**src/rtl/mac_array_pkg.sv**
```systemverilog
// Shared types and constants for the systolic MAC array sequencer.
package mac_array_pkg;

  typedef enum logic [2:0] {
    IDLE   = 3'd0,
    CLR    = 3'd1,
    LOAD   = 3'd2,
    SETTLE = 3'd3,
    EXEC   = 3'd4,
    DRAIN  = 3'd5
  } state_e;

  localparam logic [1:0] INST_NOP  = 2'b00;
  localparam logic [1:0] INST_LOAD = 2'b01;
  localparam logic [1:0] INST_EXEC = 2'b10;

  // Instruction code the array sees while the sequencer sits in a state.
  function automatic logic [1:0] state_inst(input state_e s);
    logic [1:0] code;
    case (s)
      LOAD:    code = INST_LOAD;
      EXEC:    code = INST_EXEC;
      default: code = INST_NOP;
    endcase
    return code;
  endfunction

endpackage

```
**src/rtl/mac_array_ctrl_inst_skew.sv**
```systemverilog
// Lane delay chain: lane l carries in_i delayed by l+1 cycles.
module inst_skew #(
  parameter int LANES = 8,
  parameter int WIDTH = 2
) (
  input  logic                   clk,
  input  logic                   reset,
  input  logic [WIDTH-1:0]       in_i,
  output logic [LANES*WIDTH-1:0] lanes_o
);

  logic [LANES*WIDTH-1:0] chain_q;

  // Shift every lane value one lane further down the chain each cycle.
  always_ff @(posedge clk or posedge reset) begin
    if (reset) begin
      chain_q <= '0;
    end else begin
      chain_q[WIDTH-1:0] <= in_i;
      for (int l = 1; l < LANES; l++) begin
        chain_q[l*WIDTH +: WIDTH] <= chain_q[(l-1)*WIDTH +: WIDTH];
      end
    end
  end

  assign lanes_o = chain_q;

endmodule

```
**src/rtl/mac_array_ctrl.sv**
```systemverilog
// Job sequencer for the row x col systolic MAC array: weight load,
// activation streaming, drain, skewed instruction lanes and psum strobes.
module mac_array_ctrl
  import mac_array_pkg::*;
#(
  parameter int row     = 8,
  parameter int col     = 8,
  parameter int addr_bw = 8,
  parameter int cnt_bw  = 8
) (
  input  logic               clk,
  input  logic               reset,
  input  logic               start,
  input  logic [cnt_bw-1:0]  num_vec,
  input  logic [addr_bw-1:0] w_base,
  input  logic [addr_bw-1:0] x_base,
  output logic               busy,
  output logic               done,
  output logic               array_rst,
  output logic               rd_en,
  output logic [addr_bw-1:0] rd_addr,
  output logic [2*row-1:0]   inst_w,
  output logic [col-1:0]     out_valid
);

  // Down-counter must hold the longest phase: num_vec-1 or row+col-1.
  localparam int CW = (cnt_bw > $clog2(row + col)) ? cnt_bw : $clog2(row + col);

  state_e             state_q, state_d;
  logic [CW-1:0]      cnt_q, cnt_d;
  logic [cnt_bw-1:0]  nv_q, nv_d;
  logic [addr_bw-1:0] wb_q, wb_d;
  logic [addr_bw-1:0] xb_q, xb_d;
  logic [addr_bw-1:0] rd_addr_q, rd_addr_d;
  logic               busy_q, done_q, arst_q, rd_en_q;
  logic               busy_d, done_d, arst_d, rd_en_d;
  logic               last_s;
  logic [1:0]         inst_code_s;

  assign last_s      = (cnt_q == '0);
  assign inst_code_s = state_inst(state_q);

  // Next-state, phase counter reload and registered-output decode.
  always_comb begin
    state_d   = state_q;
    cnt_d     = cnt_q;
    nv_d      = nv_q;
    wb_d      = wb_q;
    xb_d      = xb_q;
    rd_addr_d = '0;
    case (state_q)
      IDLE: begin
        if (start) begin
          state_d = CLR;
          nv_d    = num_vec;
          wb_d    = w_base;
          xb_d    = x_base;
        end else begin
          state_d = IDLE;
        end
      end
      CLR: begin
        state_d   = LOAD;
        cnt_d     = CW'(col - 1);
        rd_addr_d = wb_q;
      end
      LOAD: begin
        if (last_s) begin
          state_d = SETTLE;
          cnt_d   = CW'(row - 1);
        end else begin
          cnt_d     = cnt_q - CW'(1);
          rd_addr_d = rd_addr_q + addr_bw'(1);
        end
      end
      SETTLE: begin
        if (last_s) begin
          if (nv_q == '0) begin
            state_d = DRAIN;
            cnt_d   = CW'(row + col - 1);
          end else begin
            state_d   = EXEC;
            cnt_d     = CW'(nv_q) - CW'(1);
            rd_addr_d = xb_q;
          end
        end else begin
          cnt_d = cnt_q - CW'(1);
        end
      end
      EXEC: begin
        if (last_s) begin
          state_d = DRAIN;
          cnt_d   = CW'(row + col - 1);
        end else begin
          cnt_d     = cnt_q - CW'(1);
          rd_addr_d = rd_addr_q + addr_bw'(1);
        end
      end
      DRAIN: begin
        if (last_s) begin
          state_d = IDLE;
        end else begin
          cnt_d = cnt_q - CW'(1);
        end
      end
      default: begin
        state_d = IDLE;
        cnt_d   = '0;
      end
    endcase
    busy_d  = (state_d != IDLE);
    done_d  = (state_q == DRAIN) && last_s;
    arst_d  = (state_d == CLR);
    rd_en_d = (state_d == LOAD) || (state_d == EXEC);
  end

  // State, job parameters and outputs; reset aborts any job silently.
  always_ff @(posedge clk or posedge reset) begin
    if (reset) begin
      state_q   <= IDLE;
      cnt_q     <= '0;
      nv_q      <= '0;
      wb_q      <= '0;
      xb_q      <= '0;
      rd_addr_q <= '0;
      busy_q    <= 1'b0;
      done_q    <= 1'b0;
      arst_q    <= 1'b0;
      rd_en_q   <= 1'b0;
    end else begin
      state_q   <= state_d;
      cnt_q     <= cnt_d;
      nv_q      <= nv_d;
      wb_q      <= wb_d;
      xb_q      <= xb_d;
      rd_addr_q <= rd_addr_d;
      busy_q    <= busy_d;
      done_q    <= done_d;
      arst_q    <= arst_d;
      rd_en_q   <= rd_en_d;
    end
  end

  assign busy      = busy_q;
  assign done      = done_q;
  assign array_rst = arst_q;
  assign rd_en     = rd_en_q;
  assign rd_addr   = rd_addr_q;

  // Row lanes: lane 0 lines the code up with SRAM data, lane r adds r cycles.
  inst_skew #(.LANES(row), .WIDTH(2)) u_inst_skew (
    .clk    (clk),
    .reset  (reset),
    .in_i   (inst_code_s),
    .lanes_o(inst_w)
  );

  // Execute bit leaving the last row feeds the column-skewed psum strobes.
  inst_skew #(.LANES(col), .WIDTH(1)) u_valid_skew (
    .clk    (clk),
    .reset  (reset),
    .in_i   (inst_w[2*row-1]),
    .lanes_o(out_valid)
  );

endmodule

```
**config.mk**
```make
export PLATFORM = sky130hd
export DESIGN_NAME = mac_array_ctrl
export DESIGN_NICKNAME = d
export VERILOG_FILES = /design/src/rtl/mac_array_pkg.sv /design/src/rtl/mac_array_ctrl_inst_skew.sv /design/src/rtl/mac_array_ctrl.sv
export SDC_FILE = /design/constraint.sdc
export NUM_CORES = 1
export LEC_CHECK = 0
export ABC_AREA = 1
export CAP_MARGIN = 20
export CORE_ASPECT_RATIO = 0.6
export CORE_MARGIN = 1
export CORE_UTILIZATION = 40
export DETAILED_ROUTE_END_ITERATION = 10
export DONT_BUFFER_PORTS = 1
export GPL_TIMING_DRIVEN = 1
export PLACE_DENSITY = 0.6
export SLEW_MARGIN = 30
export SYNTH_ARGS = -nofsm -noshare
export SYNTH_HDL_FRONTEND = slang
export SYNTH_HIERARCHICAL = 1
export SYNTH_SLANG_ARGS = --single-unit
```
**constraint.sdc**
```tcl
create_clock -name clk -period 2.4 [get_ports clk]
set_clock_uncertainty 0.2 [all_clocks]
set_input_delay 0.24 -clock clk [delete_from_list [all_inputs] [get_ports clk]]
set_output_delay 0.24 -clock clk [all_outputs]
set_load 0.03 [all_outputs]
```
==> impl_results.md, run 1 <==
- Final wirelength: 7300 um
- Startpoint Class: flip-flop
- Drt wl/cell: 14.7 um
- Commonest non-fill, non-tap cells in the layout: nand2_1 (106), dfrtp_1 (71), inv_1 (40)
- Critical path peak fanout: 12
- I/O pins: 63
- Compound-cell area share of the yosys netlist: 0.0730
- Sum Neg Setup Slack: 0 ns
- Final setup fails: 0
- Dpl cell area: 3280 sq um
- Most common cell after layout, fill and taps aside: nand2_1
- Final period utilization: 0.858
- Total number of vias: 2361
- Worst Tran Pin Value: 0.594 ns
- Largest net degree at the start of global routing: 48
- CP max stage cell: dfrtp_1
- Layout cell share with drive strength beyond 1: 0.0995
- Port Buffer Count: 0
- Count of final max-slew check failures: 0
- Design area: 3860 sq um
- TritonCTS Buffers: 9
- Area growth syn-to-layout: 22.2%
- Starting density of the core: 0.424
- Leakage Power: 1.83 nW
- Initial antenna violation count: 0
- Syn avg cell area: 8.94 sq um
- #FFs+latches synth: 71
- Achievable Freq: 486 MHz
- Biggest cell delay along the critical path: 0.40 ns
- Yosys Warn Count: 6
- Maximum vdd drop: 335 uV
- Clock Pin Slew Worst Setup and Hold Paths: 0.06 ns
- Post-layout min period: 2.06 ns
- Post-synthesis cell area: 3160 sq um
- Dpl hpwl: 5170 um
- GR Overflow Total: 0
- Mapped Cells: 353
- Die H: 70.8 um
- Largest family of logic cells by synthesized area: simple AND/OR/NAND/NOR gates
- PostCTS Resize Cnt: 0
- RSZ-0062 raised after global routing: no
- Critical Setup Path Class: flip-flop to flip-flop
- Worst hold slack: 0.0752 ns
- CTS tree: done
- Diode count: 0
- Clk_lat worst skew: 0.33 ns
- GRT Util Overall: 0.200
- Cell Rows: 24
- DR DRC count: 0
- Antenna-violating nets left: 0
- Syn_nets: 385
- HP Class: input port to flip-flop
- Met1 Usage GRT: 0.298
- XOR/XNOR Fraction of Synth Area: 0.0305
- Final Hold Fails: 0
- Clock Path Buffers: 2
- Status: complete, no violations
- Die area: 8260 sq um
- Slew HR: 0.604
- H-tree Lvls: 3
- Worst Setup End Kind: flip-flop
- Layout fillers: 704
- Sink Count: 71
- Hold_buf cts: 25
- Core Footprint: 7450 sq um
- Post-synthesis simple-gate area fraction: 0.247
- Die span in x: 117 um
- Synth unique cells: 30
- CTS Root Cell: clkbuf_16
- Max-cap violations: 0
- Post-synthesis sequential area ratio: 0.563
- First-pass GRT wire length: 11900 um
- Number of global-route vias before repair: 2296
- Crit path cell chain: inv_1 > ha_1 > nand3_1 > inv_1 > nand2_2 > nor2_2 > nor2_1 > buf_4 > nand2_1 > nor2_1 > nand3_1 > nand2_1
- Worst EP required: 2.42 ns
- Setup Fix Bufs, Post-CTS: 0
- M2 GR Usage: 0.248
- Nets: 419
- Synth Area in Adders: 0.0198
- Routed vias/inst: 4.76
- GP Congestion: 0.922
- DR iter-0 viols: 229
- Reg-to-reg slack, setup: 0.34 ns
- Mux cell area share after synthesis: 0
- CP arrival: 2.08 ns
- Grt peak-use layer: met1
- First-pass DRT Iterations: 5
- Power Density: 702 nW/um^2
- Met3 usage in global routing: 0.0917
## layout make-up
cell class              count  area (sq um)  share of cell area
clock buffers               9           225              0.0584
clock inverters             7           104              0.0269
inverters                  44           165              0.0428
multi-input cells         231          1170               0.303
flip-flops and latches     71          1780               0.461
well taps                 104           130              0.0337
repair buffers             30           288              0.0746
## layer usage
layer	wire length, um	up-vias
met4	70	0
li1	-	1175
met2	2710	97
met3	774	6
met5	0	-
met1	3740	1083
## cell usage after synthesis
cell      instances  share of area
o21ai_2           1         0.0028
o21ai_0          23          0.036
o221ai_1          4          0.011
buf_2             1         0.0016
nand2_1         106           0.13
nor3_4            2          0.010
nand2_2           4         0.0079
o21ai_1           2         0.0032
a21oi_1           5         0.0079
buf_6             1         0.0036
ha_1              5          0.020
clkbuf_1          2         0.0024
buf_4             3         0.0071
o211ai_1          3         0.0071
nor3_1            2         0.0032
nor2_4            3          0.011
xor2_1            8          0.022
nand3_1          14          0.022
nor2_1           35          0.042
nand4_1           3         0.0059
inv_2             3         0.0036
nand2_4           1         0.0036
nand3b_1          2         0.0048
a31oi_1           1         0.0020
inv_1            41          0.049
nor2_2            2         0.0040
xnor2_1           3         0.0083
dfrtp_1          71           0.56
a22oi_1           1         0.0024
nor2_8            1         0.0063
## worst max-delay path, delay by kind of cell (launching register included)
family                   cells  cell delay (ns)
flip-flops                   1             0.40
buffers and inverters        3             0.44
adder cells (fa/ha/maj)      1             0.17
AND/OR/NAND/NOR              8             0.74
## where the power goes
| group | switching (W) | internal [W] | total [W] | leakage, nW |
|---|---|---|---|---|
| Clock | 0.000532 | 0.000922 | 0.00145 | 0.154 |
| Sequential | 0 | 0.00120 | 0.00120 | 0.780 |
| Combinational | 0.0000289 | 0.0000285 | 0.0000574 | 0.898 |
| Total | 0.000561 | 0.00215 | 0.00271 | 1.83 |
## state kept, by name (all words and copies together), names as in the netlist
signal,flops
array_rst,1
busy,1
cnt_q,8
done,1
nv_q,8
rd_addr,8
rd_en,1
state_q,3
u_inst_skew/lanes_o,16
u_valid_skew/lanes_o,8
wb_q,8
xb_q,8
## stage by stage
stage	cells	total power (W)	utilization	worst slack [ns]
after floorplan	353	0.00124	-	0.662
after detailed placement	455	0.00125	0.440	0.378
after CTS	496	0.00275	0.518	0.364
final	496	0.00271	0.518	0.341
after global placement	455	0.00124	0.440	0.371
after global routing	496	0.00282	0.518	0.181
## kinds of logic after synthesis
| logic type | after synthesis |
|---|---|
| flops | 71 |
| compound gates | 40 |
| xor+xnor | 11 |
| simple gates | 175 |
| fa+ha+maj | 5 |
| buf+inv | 51 |
## worst paths after layout
kind	startpoint	to	cells after the start
setup / recovery	cnt_q[0]$_DFFE_PP0P_	cnt_q[3]$_DFFE_PP0P_	12
hold / removal	start	wb_q[5]$_DFFE_PP0P_	4
setup reg to reg	cnt_q[0]$_DFFE_PP0P_	cnt_q[3]$_DFFE_PP0P_	12
hold reg to reg	cnt_q[1]$_DFFE_PP0P_	cnt_q[1]$_DFFE_PP0P_	2
max in group asynchronous	reset	xb_q[3]$_DFFE_PP0P_	3
min in group asynchronous	reset	u_valid_skew/lanes_o[6]$_DFF_PP0_	2
Power figures use the tool's default switching activity.
==> run 2, diff against run 1 <==
--- a/config.mk
+++ b/config.mk
@@ -8,7 +8,6 @@
 export ABC_AREA = 1
 export CAP_MARGIN = 20
 export CORE_ASPECT_RATIO = 0.6
-export CORE_MARGIN = 1
 export CORE_UTILIZATION = 40
 export DETAILED_ROUTE_END_ITERATION = 10
 export DONT_BUFFER_PORTS = 1
==> results of run 2 <==
Final layout, timing and power as in run 1 (identical DEF).
